File: src/rtl/aes_core_arbiter.sv
// aes_core_arbiter: shares one iterative AES-128 core between two requesters.
// Round-robin grant, core start via a one-cycle reset pulse, watchdog on the
// core's done flag, and a valid/ready response channel back to the owner.
//
//   state | meaning
//   IDLE  | waiting for a request; grant is combinational
//   LOAD  | operands latched, core held in reset for one cycle
//   RUN   | core running; watchdog counting, done ignored on first cycle
//   RESP  | result held on the response channel until the owner accepts
module aes_core_arbiter #(
  parameter int TIMEOUT_CYC = 32,
  parameter int CNT_W       = 16
) (
  input  logic             i_clk,
  input  logic             i_reset,
  input  logic [1:0]       i_req_valid,
  input  logic [127:0]     i_req_din0,
  input  logic [127:0]     i_req_din1,
  input  logic [127:0]     i_req_key0,
  input  logic [127:0]     i_req_key1,
  output logic [1:0]       o_req_ready,
  output logic [1:0]       o_rsp_valid,
  input  logic [1:0]       i_rsp_ready,
  output logic [127:0]     o_rsp_data,
  output logic             o_rsp_err,
  output logic             o_core_rst,
  output logic [127:0]     o_core_din,
  output logic [127:0]     o_core_key,
  input  logic [127:0]     i_core_ctxt,
  input  logic             i_core_done,
  output logic             o_busy,
  output logic [CNT_W-1:0] o_ops_done
);

  localparam int WD_W = $clog2(TIMEOUT_CYC + 1);

  typedef enum logic [1:0] {
    S_IDLE,
    S_LOAD,
    S_RUN,
    S_RESP
  } state_t;

  state_t           r_state;
  state_t           w_state_nxt;
  logic             r_last_grant;
  logic             r_owner;
  logic [127:0]     r_core_din;
  logic [127:0]     r_core_key;
  logic [127:0]     r_rsp_data;
  logic             r_rsp_err;
  logic [WD_W-1:0]  r_wdog;
  logic [CNT_W-1:0] r_ops_done;

  logic             w_win;
  logic             w_accept;
  logic             w_done_hit;
  logic             w_timeout_hit;
  logic             w_rsp_hs;

  // Contested grant goes to the requester that did not win last time.
  assign w_win = (i_req_valid == 2'b11) ? ~r_last_grant : ~i_req_valid[0];

  // Next-state decode plus handshake outputs; nothing is offered while reset is high.
  always_comb begin
    w_state_nxt   = r_state;
    o_req_ready   = 2'b00;
    o_rsp_valid   = 2'b00;
    w_accept      = 1'b0;
    w_done_hit    = 1'b0;
    w_timeout_hit = 1'b0;
    w_rsp_hs      = 1'b0;
    case (r_state)
      S_IDLE: begin
        if (!i_reset && (i_req_valid != 2'b00)) begin
          o_req_ready = w_win ? 2'b10 : 2'b01;
          w_accept    = 1'b1;
          w_state_nxt = S_LOAD;
        end
      end
      S_LOAD: begin
        w_state_nxt = S_RUN;
      end
      S_RUN: begin
        // A done seen in the first RUN cycle may be stale from the last operation.
        if ((r_wdog != '0) && i_core_done) begin
          w_done_hit  = 1'b1;
          w_state_nxt = S_RESP;
        end else if (r_wdog == WD_W'(TIMEOUT_CYC - 1)) begin
          w_timeout_hit = 1'b1;
          w_state_nxt   = S_RESP;
        end
      end
      S_RESP: begin
        if (!i_reset) begin
          o_rsp_valid = r_owner ? 2'b10 : 2'b01;
          if (i_rsp_ready[r_owner]) begin
            w_rsp_hs    = 1'b1;
            w_state_nxt = S_IDLE;
          end
        end
      end
      default: w_state_nxt = S_IDLE;
    endcase
  end

  // State register.
  always_ff @(posedge i_clk) begin
    if (i_reset) r_state <= S_IDLE;
    else         r_state <= w_state_nxt;
  end

  // Operand latch, ownership, watchdog, response capture and success counter.
  always_ff @(posedge i_clk) begin
    if (i_reset) begin
      r_last_grant <= 1'b1;
      r_owner      <= 1'b0;
      r_core_din   <= '0;
      r_core_key   <= '0;
      r_rsp_data   <= '0;
      r_rsp_err    <= 1'b0;
      r_wdog       <= '0;
      r_ops_done   <= '0;
    end else begin
      if (w_accept) begin
        r_core_din   <= w_win ? i_req_din1 : i_req_din0;
        r_core_key   <= w_win ? i_req_key1 : i_req_key0;
        r_owner      <= w_win;
        r_last_grant <= w_win;
      end
      if (r_state == S_LOAD)     r_wdog <= '0;
      else if (r_state == S_RUN) r_wdog <= r_wdog + 1'b1;
      if (w_done_hit) begin
        r_rsp_data <= i_core_ctxt;
        r_rsp_err  <= 1'b0;
      end else if (w_timeout_hit) begin
        r_rsp_data <= '0;
        r_rsp_err  <= 1'b1;
      end
      if (w_rsp_hs && !r_rsp_err) r_ops_done <= r_ops_done + 1'b1;
    end
  end

  assign o_core_rst = i_reset | (r_state == S_LOAD);
  assign o_core_din = r_core_din;
  assign o_core_key = r_core_key;
  assign o_rsp_data = r_rsp_data;
  assign o_rsp_err  = r_rsp_err;
  assign o_busy     = (r_state != S_IDLE);
  assign o_ops_done = r_ops_done;

endmodule

File: config.mk
export PLATFORM = sky130hd
export DESIGN_NAME = aes_core_arbiter
export DESIGN_NICKNAME = d
export VERILOG_FILES = /design/src/rtl/aes_core_arbiter.sv
export SDC_FILE = /design/constraint.sdc
export NUM_CORES = 1
export LEC_CHECK = 0
export BUFFER_PORTS_ARGS = -buffer_cell sky130_fd_sc_hd__buf_2
export CAP_MARGIN = 20
export CORE_AREA = 2 2 409 411
export CTS_BUF_LIST = sky130_fd_sc_hd__clkbuf_2
export DETAILED_ROUTE_END_ITERATION = 16
export DIE_AREA = 0 0 411 413
export PLACE_DENSITY = 0.35
export SLEW_MARGIN = 20
export SYNTH_ARGS = -nofsm -noshare
export SYNTH_HDL_FRONTEND = slang
export SYNTH_SLANG_ARGS = --single-unit
export TNS_END_PERCENT = 10
File: constraint.sdc
create_clock -name i_clk -period 2.15 [get_ports i_clk]
set_input_delay 0.1075 -clock i_clk [delete_from_list [all_inputs] [get_ports i_clk]]
set_output_delay 0.1075 -clock i_clk [all_outputs]
set_load 0.01 [all_outputs]
==> summary.md, run 1 <==
| Metric | Value |
|---|---|
| Post_cts resized | 833 |
| Status | aborted with a tool error |
| CTS Root Cell | clkbuf_2 |
| Last stage | clock tree synthesis (4_1_cts) |
| Top_reg_cell synth | dfxtp_1 |
| Synth area leader | dfxtp_1 |
| IO buf count | 1053 |
| Avg Cell Area, Syn | 10.3 um2 |
| Yosys reg bits | 411 |
| Number of I/O pins | 1054 |
| Run Error | [ERROR RSZ-0060] Max buffer count reached. |
| GPL Wtd Cong | 0.835 |
| Initial Utilization | 9.95% |
| Yosys cell types | 41 |
| Die height | 413 um |
| Synthesized Nets | 2252 |
| H-tree Lvls | 4 |
| Row count | 150 |
| Yosys warnings | 0 |
| Ys async rst share | 0% |
| Clk sinks | 411 |
| Num CTS Buffers | 130 |
| CTS max path bufs | 3 |
| Share of the synthesized area in the top cell type | 49.9% |
| EDFF count, synth | 0 |
| DPL Wire Length | 77700 um |
| Post-synthesis cell count | 1598 |
| Ranking of synthesized cells by area | dfxtp_1 50%, mux2i_1 16%, a211oi_1 12%, a32o_1 7.8%, nor2_1 6.2% |
| Post-CTS setup buffers | 13 |
| Mapped Area | 16500 um2 |
| Die width | 411 um |
| Hold Buf Count CTS | 1000 |
| Sequential share of the synthesized area | 49.9% |
[cell usage after synthesis, types with 2 or more instances]
cell type  number
a211oi_1      256
a21oi_1        11
a32o_1        128
and2_1          3
and3_1          2
and4_1          2
buf_1          10
buf_2          84
buf_4           3
clkbuf_1       65
dfxtp_1       411
ha_1            7
inv_1          11
mux2_2          2
mux2i_1       258
nand2_1        12
nand3_1         3
nand4_1         8
nor2_1        273
nor3_1          4
nor4_1          2
o21ai_0         4
o31ai_1         6
or2_2           2
or3_1           2
or4_1           6
xor2_1          9
[cell families after synthesis]
family | after synthesis | share of synthesized area, %
compound gates | 413 | 20.5
xor+xnor | 10 | 0.531
simple gates | 323 | 8.11
buf+inv | 174 | 4.66
flops | 411 | 49.9
mux | 260 | 15.8
fa+ha+maj | 7 | 0.531
[metrics by stage]
stage / setup WS (ns) / instances / instance area [um2] / hold WS [ns]
after detailed placement: 0.227 / 4773 / 24800 / 0.321
after global placement: 0.249 / 4773 / 24800 / 0.317
after floorplan: 0.394 / 1598 / 16500 / 0.233
==> run 2: changes to the inputs <==
--- a/config.mk
+++ b/config.mk
@@ -7,11 +7,10 @@
 export LEC_CHECK = 0
 export BUFFER_PORTS_ARGS = -buffer_cell sky130_fd_sc_hd__buf_2
 export CAP_MARGIN = 20
-export CORE_AREA = 2 2 409 411
-export CTS_BUF_LIST = sky130_fd_sc_hd__clkbuf_2
+export CORE_AREA = 2 2 416 418
 export DETAILED_ROUTE_END_ITERATION = 16
-export DIE_AREA = 0 0 411 413
-export PLACE_DENSITY = 0.35
+export DIE_AREA = 0 0 418 420
+export PLACE_DENSITY_LB_ADDON = 0.15
 export SLEW_MARGIN = 20
 export SYNTH_ARGS = -nofsm -noshare
 export SYNTH_HDL_FRONTEND = slang
==> run 2 against run 1 <==
  * The run now ends clean
  * Synthesized area did not move
  * Synthesized cell count did not move
==> summary.md, run 2 <==
| Metric | Value |
|---|---|
| Die width | 418 um (+1.7%) |
| Commonest cells after routing, fill and taps aside | 1051 x buf_2, 630 x dlygate4sd3_1, 409 x dfxtp_1 |
| Share of layout cells above drive strength 1 | 37.6% |
| Yosys cell types | 41 (unchanged) |
| Detailed-router iteration count before antenna repair | 5 |
| Final worst path period share | 96.6% |
| Initial DRC Count | 724 |
| CTS Root Cell | clkbuf_16 |
| CTS tree | built |
| Worst Path Max Fanout | 27 |
| Hold Slack | 0.0735 ns |
| Layout fillers | 18900 |
| Startpoint Class | flip-flop |
| Commonest non-fill, non-tap cell in the layout | buf_2 |
| CP max stage cell | dlygate4sd3_1 |
| WP data required | 2.63 ns |
| Avg Cell Area, Syn | 10.3 um2 (unchanged) |
| Vias after detailed routing | 19000 |
| Slew HR | 33.4% |
| DR vias/cell | 3.43 |
| FF-to-FF setup slack | 0.07 ns |
| Int Pwr | 0.0183 W |
| CP endpoint kind | flip-flop |
| GPL Wtd Cong | 0.879 (+5.2%) |
| Row count | 152 (+1.3%) |
| # Max-Cap Violations | 0 |
| Clock power share | 34.0% |
| Global route overflow | 0 |
| Yosys warnings | 0 (unchanged) |
| Sequential share of the synthesized area | 49.9% (unchanged) |
| Lkg Pwr | 14.9 nW |
| First-pass GRT wire length | 136000 um |
| Worst VDD drop | 0.541 mV |
| Initial Utilization | 9.65% (-0.29 points) |
| Share of the synthesized area in the top cell type | 49.9% (unchanged) |
| Clk sinks | 411 (unchanged) |
| Yosys reg bits | 411 (unchanged) |
| PwrDens | 835 nW/um2 |
| Setup TNS | 0 ns |
| Global-route usage over all layers | 10.4% |
| Minimum clock period | 2.08 ns |
| Worst Hold Class | input pin to flip-flop |
| CTS max path bufs | 3 (unchanged) |
| NumNets Final | 3917 |
| Hold Fails Final Rpt | 0 |
| Pin count of the biggest net entering global routing | 126 |
| Crit Path Class | flip-flop to flip-flop |
| Register area | 8230 um2 |
| H-tree Lvls | 2 (-2) |
| FMAX | 482 MHz |
| Worst Path Buf+Inv | 3 |
| Synth area leader | dfxtp_1 |
| Post-synthesis cell count | 1598 (unchanged) |
| DPL Wire Length | 74800 um (-3.7%) |
| Reg clk slew, reported paths | 0.06 ns |
| Family with the most delay on the worst path | buffers and inverters |
| Number of I/O pins | 1054 (unchanged) |
| Die height | 420 um (+1.7%) |
| Switching power | 0.00933 W |
| Most frequent CP cell | buf_12 |
| Multi-input logic area | 7570 um2 |
| Most common cell in the synthesized netlist | dfxtp_1 |
| CP Cell Sequence | o21ai_4 > buf_12 > buf_12 > mux2i_1 > dlygate4sd3_1 > a211oi_1 |
| Drt drc | 0 |
| Pins Over Slew Limit | 0 |
| Top_reg_cell synth | dfxtp_1 |
| Total Routed Length | 98100 um |
| Core area | 171000 um2 |
| Final ANT Viol Nets | 0 |
| Status | completed |
| IO buf count | 1053 (unchanged) |
| Switching Fraction | 33.7% |
| Clock skew | 0.0259 ns |
| Combinational Power Share | 31.4% |
| DIE AREA | 176000 um2 |
| Setup Viol. Count Final | 0 |
| CP max stage delay | 0.56 ns |
| Unrepaired setup endpoints after global routing | true |
| Top cells by count, synth | 411 x dfxtp_1, 273 x nor2_1, 258 x mux2i_1, 256 x a211oi_1, 128 x a32o_1 |
| P&R area growth vs syn | 101% |
| Initial antenna violation count | 7 |
| Sequential share of power | 34.6% |
| Ranking of synthesized cells by area | dfxtp_1 50%, mux2i_1 16%, a211oi_1 12%, a32o_1 7.8%, nor2_1 6.2% |
| Mapped Area | 16500 um2 (unchanged) |
| Clk_lat worst skew | 0.64 ns |
| Wire length per cell | 17.7 um |
| EDFF count, synth | 0 (unchanged) |
| Slew @ Worst Pin | 0.998 ns |
| Num CTS Buffers | 55 (-58%) |
| Number of global-route vias before repair | 19700 |
| Crit path arrival time | 2.56 ns |
| Ys async rst share | 0% (unchanged) |
| Synthesized Nets | 2252 (unchanged) |
## run 2: cell counts after synthesis
Identical to the previous run, type by type.
## run 2: area by class of cell
class	instances	share of cell area [%]
sequential	411	24.8
timing repair buffer	1770	38.2
tap	2233	8.43
multi-input combinational	1013	22.8
clock buffer	83	4.86
antenna	3	0.0227
inverter	12	0.143
clock inverter	17	0.631
## run 2: path summary, 6_finish.rpt
| kind | end | from | cells after the start |
|---|---|---|---|
| setup / recovery | o_core_key[49]$_SDFFE_PP0P_ | r_last_grant$_SDFFE_PP1P_ | 6 |
| hold / removal | o_core_key[3]$_SDFFE_PP0P_ | i_req_key0[3] | 4 |
| setup reg to reg | o_core_key[49]$_SDFFE_PP0P_ | r_last_grant$_SDFFE_PP1P_ | 6 |
| hold reg to reg | r_state[1]$_SDFFE_PP0P_ | r_state[1]$_SDFFE_PP0P_ | 2 |
## run 2: power groups by stage
stage	Combinational, W	Sequential (W)	Clock (W)
after floorplan	0.00321	0.0102	0
after global placement	0.00768	0.00972	0
after detailed placement	0.00765	0.00974	0
after CTS	0.00886	0.00960	0.00993
after global routing	0.00948	0.00975	0.0102
final	0.00868	0.00957	0.00941
## run 2: timing repair
| item | 4_1_cts | 5_1_grt |
|---|---|---|
| hold endpoints to repair | 380 | 0 |
| hold buffers | 630 | 0 |
| buffers inserted | 2 | 1 |
| resized for setup | 8 | 6 |
| gates cloned | 3 | 0 |
| setup endpoints to repair | 2 | 30 |
| pin swaps | 2 | 1 |
## run 2: metal layers
metal	global-route usage [%]	share of wire, %	vias to the layer above
met3	2.65	5.7	148
li1	-	-	9361
met1	12.3	41	8931
met4	3.48	3.1	2
met5	0	0.012	-
met2	18.3	51	578
## run 2: cell families after synthesis
kind of cell	count (synthesis)	share of synthesized area [%]
and+or+nand+nor	323	8.11
adders and majority gates	7	0.531
buffers and inverters	174	4.66
muxes	260	15.8
DFF	411	49.9
AOI/OAI and AO/OA	413	20.5
xor gates and xnor gates	10	0.531
## run 2: tightest hold or removal path: stages
cell and delay, ns:
buf_2 0.10, mux2i_1 0.21, buf_4 0.18, a211oi_1 0.06
## run 2: metrics by stage
stage / power (W) / std cells / utilization [%] / instance area (um2) / setup WS (ns)
final: 0.0277 / 5542 / 19.4 / 33100 / 0.0738
after global routing: 0.0294 / 5541 / 19.4 / 33100 / -0.0422
after CTS: 0.0284 / 5538 / 19.4 / 33100 / -0.00874
after detailed placement: 0.0174 / 4804 / 14.5 / 24800 / 0.0304
after global placement: 0.0174 / 4804 / 14.5 / 24800 / 0.00823
after floorplan: 0.0134 / 1598 / - / 16500 / 0.394
Power figures use the tool's default switching activity.
==> run 3: changes to the inputs <==
--- a/config.mk
+++ b/config.mk
@@ -10,7 +10,7 @@
 export CORE_AREA = 2 2 416 418
 export DETAILED_ROUTE_END_ITERATION = 16
 export DIE_AREA = 0 0 418 420
-export PLACE_DENSITY_LB_ADDON = 0.15
+export PLACE_DENSITY_LB_ADDON = 0.05
 export SLEW_MARGIN = 20
 export SYNTH_ARGS = -nofsm -noshare
 export SYNTH_HDL_FRONTEND = slang
==> run 3 against run 2 <==
  * Clock skew rose by 0.028 ns
  * Cell area up 0.31%
  * Sequential cell count did not move
  * Final cell count increased by 0.20%
  * Largest power group is now the clock network
==> summary.md, run 3 (synthesized netlist as in run 2, its figures left out) <==
| Metric | Value |
|---|---|
| Drt drc | 0 (unchanged) |
| Clk sinks | 411 (unchanged) |
| CTS Root Cell | clkbuf_16 |
| # Max-Cap Violations | 0 (unchanged) |
| Initial antenna violation count | 6 (-1) |
| CTS max path bufs | 3 (unchanged) |
| Crit Path Class | flip-flop to flip-flop |
| IO buf count | 1053 (unchanged) |
| Global-route layer with the greatest usage | met2 |
| GRT met2 Usage | 21.7% (+3.3 points) |
| PwrDens | 848 nW/um2 (+1.5%) |
| Number of I/O pins | 1054 (unchanged) |
| First-pass GRT wire length | 140000 um (+3.0%) |
| Global Route met3 Usage | 3.25% (+0.60 points) |
| CP max stage cell | dlygate4sd3_1 |
| Slew HR | 35.7% (+2.3 points) |
| Total Power Consumption | 0.0282 W (+1.8%) |
| Final worst slack | 0.0668 ns (-0.00699 ns) |
| Global route overflow | 0 (unchanged) |
| Layout fillers | 19000 (+0.54%) |
| Vias after detailed routing | 18900 (-0.44%) |
| Share of layout cells above drive strength 1 | 37.8% (+0.15 points) |
| H-tree Lvls | 2 (unchanged) |
| Minimum clock period | 2.08 ns (+0.00699 ns) |
| Crit path arrival time | 2.59 ns (+0.03 ns) |
| Pin count of the biggest net entering global routing | 147 (+17%) |
| Num CTS Buffers | 58 (+5.5%) |
| Reg clk slew, reported paths | 0.06 ns (about the same) |
| Initial DRC Count | 606 (-16%) |
| Total Routed Length | 102000 um (+3.5%) |
| Core area | 171000 um2 (unchanged) |
| Detailed-router iteration count before antenna repair | 5 (unchanged) |
| Global-route usage over all layers | 10.9% (+0.50 points) |
| GPL Wtd Cong | 0.783 (-11%) |
| Worst Path Buf+Inv | 3 (unchanged) |
| Lkg Pwr | 14.9 nW (+0.36%) |
| Hold Slack | 0.0422 ns (-0.0313 ns) |
| Initial Utilization | 9.65% (unchanged) |
| CP Cell Sequence | o21ai_4 > buf_12 > buf_12 > mux2i_1 > dlygate4sd3_1 > a211oi_1 |
| CP max stage delay | 0.57 ns (about the same) |
| Row count | 152 (unchanged) |
| Family with the most delay on the worst path | buffers and inverters |
| Wire length per cell | 18.3 um (+3.3%) |
| Die height | 420 um (unchanged) |
| CP endpoint kind | flip-flop |
| CTS tree | built |
| DR vias/cell | 3.41 (-0.63%) |
| DPL Wire Length | 79900 um (+6.8%) |
| FMAX | 480 MHz (-0.34%) |
| Setup Viol. Count Final | 0 (unchanged) |
| Post-route cell area | 33200 um2 (+0.31%) |
| Worst VDD drop | 0.721 mV (+33%) |
| Number of global-route vias before repair | 19800 (+0.54%) |
| Commonest cells after routing, fill and taps aside | 1051 x buf_2, 634 x dlygate4sd3_1, 409 x dfxtp_1 |
| Clk_lat worst skew | 0.68 ns (+0.04 ns) |
| Unrepaired setup endpoints after global routing | true |
| Placed instance area | 24800 um2 (-0.37%) |
| Final worst path period share | 96.9% (+0.32 points) |
| Pre-CTS setup slack | -0.138 ns (-0.168 ns) |
| Pins Over Slew Limit | 0 (unchanged) |
| Status | completed |
| WP data required | 2.66 ns (+0.03 ns) |
| P&R area growth vs syn | 101% |
| Final ANT Viol Nets | 0 (unchanged) |
| Slew @ Worst Pin | 0.964 ns (-0.0342 ns) |
| Commonest non-fill, non-tap cell in the layout | buf_2 |
| Worst Path Max Fanout | 34 (+26%) |
| Clock skew | 0.0540 ns (+0.0281 ns) |
| Most frequent CP cell | buf_12 |
| Finished Core Util | 19.4% (+0.059 points) |
| Hold Fails Final Rpt | 0 (unchanged) |
| NumNets Final | 3925 (+0.20%) |
| Startpoint Class | flip-flop |
| Worst Hold Class | input pin to flip-flop |
| Met1 usage | 10.7% (-1.6 points) |
| DIE AREA | 176000 um2 (unchanged) |
| Die width | 418 um (unchanged) |
-- run 3: changes by cell type in the layout (fill, tap and decap cells not counted), moves of 3 or more --
cell / delta
buf_4: +5
dlygate4sd3_1: +4
clkbuf_16: +3
clkbuf_8: +3
-- run 3: cell type report --
cell class	instances	area [um2]	share of cell area (%)
timing repair buffer	1775	12600	38.0
inverter	12	47.5	0.143
multi-input combinational	1013	7560	22.8
clock buffer	89	1730	5.20
tap	2233	2790	8.41
sequential	411	8230	24.8
antenna	1	2.50	0.00753
clock inverter	19	235	0.708
-- run 3: per-layer routing --
layer	share of wire (%)	wire [um]
met1	35	35200
met4	2.9	2960
met2	56	56500
met3	6.7	6820
met5	0.013	13
-- run 3: worst register-to-register path, cell delays in order (launching register included) --
cell	delay (ns)
dfxtp_1	0.34
o21ai_4	0.19
buf_12	0.20
buf_12	0.37
mux2i_1	0.23
dlygate4sd3_1	0.57
a211oi_1	0.06
-- run 3: timing repair --
item                       CTS  global route
setup endpoints to repair    4            47
hold endpoints to repair   405             0
gates resized for setup      6             6
pin swaps                    1             1
cloned                       2             0
buffers inserted             2             7
hold buffers               634             0
-- run 3: power by group --
| group | switching (W) | leakage [nW] | internal (W) | total (W) |
|---|---|---|---|---|
| clock | 0.00405 | 0.968 | 0.00590 | 0.00996 |
| combinational | 0.00479 | 10.6 | 0.00387 | 0.00866 |
| sequential | 0.000669 | 3.36 | 0.00889 | 0.00956 |
-- run 3: per-stage QoR --
stage          setup TNS, ns  cells
2_1_floorplan              0   1598
3_3_place_gp          -0.197   4800
3_5_place_dp          -0.243   4800
4_1_cts               -0.145   5545
5_1_grt               -0.858   5553
6_report                   0   5553
-- run 3: final timing paths --
check                                 start                           end  slack, ns  cells after the start
hold reg to reg     r_state[1]$_SDFFE_PP0P_       r_state[1]$_SDFFE_PP0P_       0.48                      2
hold / removal              i_req_key0[109]  o_core_key[109]$_SDFFE_PP0P_       0.04                      4
setup reg to reg  r_last_grant$_SDFFE_PP1P_  o_core_key[110]$_SDFFE_PP0P_       0.07                      6
setup / recovery  r_last_grant$_SDFFE_PP1P_  o_core_key[110]$_SDFFE_PP0P_       0.07                      6
==> run 4: changes to the inputs <==
--- a/config.mk
+++ b/config.mk
@@ -5,11 +5,11 @@
 export SDC_FILE = /design/constraint.sdc
 export NUM_CORES = 1
 export LEC_CHECK = 0
-export BUFFER_PORTS_ARGS = -buffer_cell sky130_fd_sc_hd__buf_2
 export CAP_MARGIN = 20
 export CORE_AREA = 2 2 416 418
 export DETAILED_ROUTE_END_ITERATION = 16
 export DIE_AREA = 0 0 418 420
+export DONT_BUFFER_PORTS = 1
 export PLACE_DENSITY_LB_ADDON = 0.05
 export SLEW_MARGIN = 20
 export SYNTH_ARGS = -nofsm -noshare
==> run 4 against run 3 <==
  * The run now ends with negative hold slack left
  * Global-route usage decreased by 1.1 points
  * Count of clock-buffer cells in the layout decreased by 8
  * Sequential power increased by 14%
  * Register-to-register slack got worse by 0.04 ns
  * Setup slack got worse by 0.039 ns
  * Combinational power decreased by 34%
  * Cell area decreased by 18%
  * Critical path depth unchanged
  * Clock power about the same
  * Critical endpoint is now o_core_key[66]$_SDFFE_PP0P_
==> summary.md, run 4 (synthesized netlist as in run 2, its figures left out) <==
| Metric | Value |
|---|---|
| Total Routed Length | 94400 um (-7.0%) |
| Clk_lat worst skew | 0.66 ns (-0.02 ns) |
| FMAX | 471 MHz (-1.8%) |
| Final ANT Viol Nets | 0 (unchanged) |
| Startpoint Class | flip-flop |
| Num CTS Buffers | 59 (+1.7%) |
| Status | finished, violations left |
| Worst VDD drop | 0.587 mV (-19%) |
| P&R area growth vs syn | 65.8% |
| GPL Wtd Cong | 0.741 (-5.3%) |
| Switching power | 0.00914 W (-3.9%) |
| Global-route usage over all layers | 9.84% (-1.1 points) |
| WP data required | 2.63 ns (-0.03 ns) |
| Sequential share of power | 40.5% (+6.6 points) |
| Reg2Reg Depth | 6 (unchanged) |
| H-tree Lvls | 2 (unchanged) |
| Number of I/O pins | 1054 (unchanged) |
| CP max stage delay | 0.57 ns (about the same) |
| Clk sinks | 411 (unchanged) |
| Share of layout cells above drive strength 1 | 10.8% (-27 points) |
| Switching Fraction | 34.0% (+0.25 points) |
| Failing checks | negative hold slack |
| Number of global-route vias before repair | 15200 (-23%) |
| Slew @ Worst Pin | 1.48 ns (+0.514 ns) |
| CTS max path bufs | 3 (unchanged) |
| Setup Viol. Count Final | 0 (unchanged) |
| Crit path arrival time | 2.61 ns (+0.02 ns) |
| Lkg Pwr | 10.1 nW (-32%) |
| WHS Path Cells | 1 (-3) |
| Global route overflow | 0 (unchanged) |
| Hold Fails Final Rpt | 111 (+111) |
| IO buf count | 0 (-100%) |
| Total Power Consumption | 0.0269 W (-4.7%) |
| Hold Slack | -0.467 ns (-0.509 ns) |
| PwrDens | 982 nW/um2 (+16%) |
| Row count | 152 (unchanged) |
| Commonest non-fill, non-tap cell in the layout | dlygate4sd3_1 |
| Unrepaired setup endpoints after global routing | true |
| CTS tree | built |
| DR vias/cell | 3.41 (-0.14%) |
| Die height | 420 um (unchanged) |
| Vias after detailed routing | 15100 (-20%) |
| Inst Count DP | 3773 (-21%) |
| Reg clk slew, reported paths | 0.06 ns (about the same) |
| Initial antenna violation count | 7 (+1) |
| Pin count of the biggest net entering global routing | 281 (+91%) |
| Clock skew | 0.0130 ns (-0.0411 ns) |
| Pre-CTS setup slack | -0.195 ns (-0.0574 ns) |
| First-pass GRT wire length | 123000 um (-12%) |
| Worst Path Max Fanout | 18 (-47%) |
| Die width | 418 um (unchanged) |
| DIE AREA | 176000 um2 (unchanged) |
| Wire length per cell | 21.3 um (+17%) |
| Drt drc | 0 (unchanged) |
| Commonest cells after routing, fill and taps aside | 526 x dlygate4sd3_1, 409 x dfxtp_1, 271 x nor2_1 |
| Crit Path Class | flip-flop to flip-flop |
| Combinational Power Share | 21.4% (-9.3 points) |
| CP Cell Sequence | o21ai_4 > clkbuf_16 > buf_4 > mux2i_1 > dlygate4sd3_1 > a211oi_1 |
| Clock power share | 38.1% (+2.8 points) |
| CTS Root Cell | clkbuf_16 |
| Final worst slack | 0.0280 ns (-0.0389 ns) |
| Fin cells | 4431 (-20%) |
| Core area | 171000 um2 (unchanged) |
| Pins Over Slew Limit | 0 (unchanged) |
| Layout fillers | 19000 (-0.38%) |
| Initial Utilization | 9.65% (unchanged) |
| Detailed-router iteration count before antenna repair | 4 (-1) |
| DPL Wire Length | 67600 um (-15%) |
| Slew HR | 1.47% (-34 points) |
| CP max stage cell | dlygate4sd3_1 |
| NumNets Final | 2801 (-29%) |
| CP endpoint kind | flip-flop |
| Worst Hold Class | input pin to flip-flop |
| Initial DRC Count | 540 (-11%) |
| Minimum clock period | 2.12 ns (+0.0389 ns) |
| Final worst path period share | 98.7% (+1.8 points) |
| Int Pwr | 0.0177 W (-5.0%) |
| # Max-Cap Violations | 0 (unchanged) |
run 4: metrics by stage:
step / cell area (um2) / TNS [ns] / util, %
after detailed placement: 19700 / -5.96 / 11.5
after global routing: 27400 / -0.531 / 16.0
after floorplan: 16500 / 0 / -
after CTS: 25800 / 0 / 15.1
final: 27400 / 0 / 16.0
after global placement: 19700 / -3.82 / 11.5
run 4: power groups by stage:
stage               registers [W]  clock network (W)  logic (W)
detailed placement         0.0112                  0    0.00446
floorplan                  0.0102                  0    0.00321
CTS                        0.0110             0.0108    0.00543
finish                     0.0109             0.0102    0.00574
global route               0.0111             0.0110    0.00640
global placement           0.0112                  0    0.00441
run 4: critical path, delay by kind of cell (launching register included):
| family | cells | cell delay [ns] |
|---|---|---|
| buffers and inverters | 3 | 1.11 |
| flip-flops | 1 | 0.33 |
| AO/OA/AOI/OAI | 2 | 0.23 |
| multiplexers | 1 | 0.21 |
run 4: worst paths after layout:
| path | startpoint | slack [ns] | endpoint |
|---|---|---|---|
| max | r_last_grant$_SDFFE_PP1P_ | 0.03 | o_core_key[66]$_SDFFE_PP0P_ |
| min | i_reset | -0.47 | o_core_din[51]$_SDFFE_PP0P_ |
| max reg2reg | r_last_grant$_SDFFE_PP1P_ | 0.03 | o_core_key[66]$_SDFFE_PP0P_ |
| min reg2reg | r_state[1]$_SDFFE_PP0P_ | 0.49 | r_state[1]$_SDFFE_PP0P_ |
run 4: area by class of cell:
type                            instances  area [um2]  share of cell area, %
Multi-Input combinational cell       1013        7560                   27.6
Clock inverter                         29         335                   1.23
Antenna cell                            2        5.00                 0.0183
Timing Repair Buffer                  650        6740                   24.6
Clock buffer                           81        1650                   6.03
Inverter                               12        47.5                  0.174
Tap cell                             2233        2790                   10.2
Sequential cell                       411        8230                   30.1
run 4: repair_timing:
item	in CTS	in global routing
setup buffers	4	6
endpoints found under the hold margin	411	192
gates resized for setup	5	14
setup endpoints to repair	83	165
pin swaps	3	0
cloned	5	4
hold buffers	389	138
run 4: metal layers:
metal  global-route usage [%]  vias up  share of wire [%]
met5                        0        -             0.0074
met4                     3.49        2                3.2
met3                     3.34      126                7.8
met2                     18.9      585                 55
met1                     9.67     7236                 34
li1                         -     7141                  -
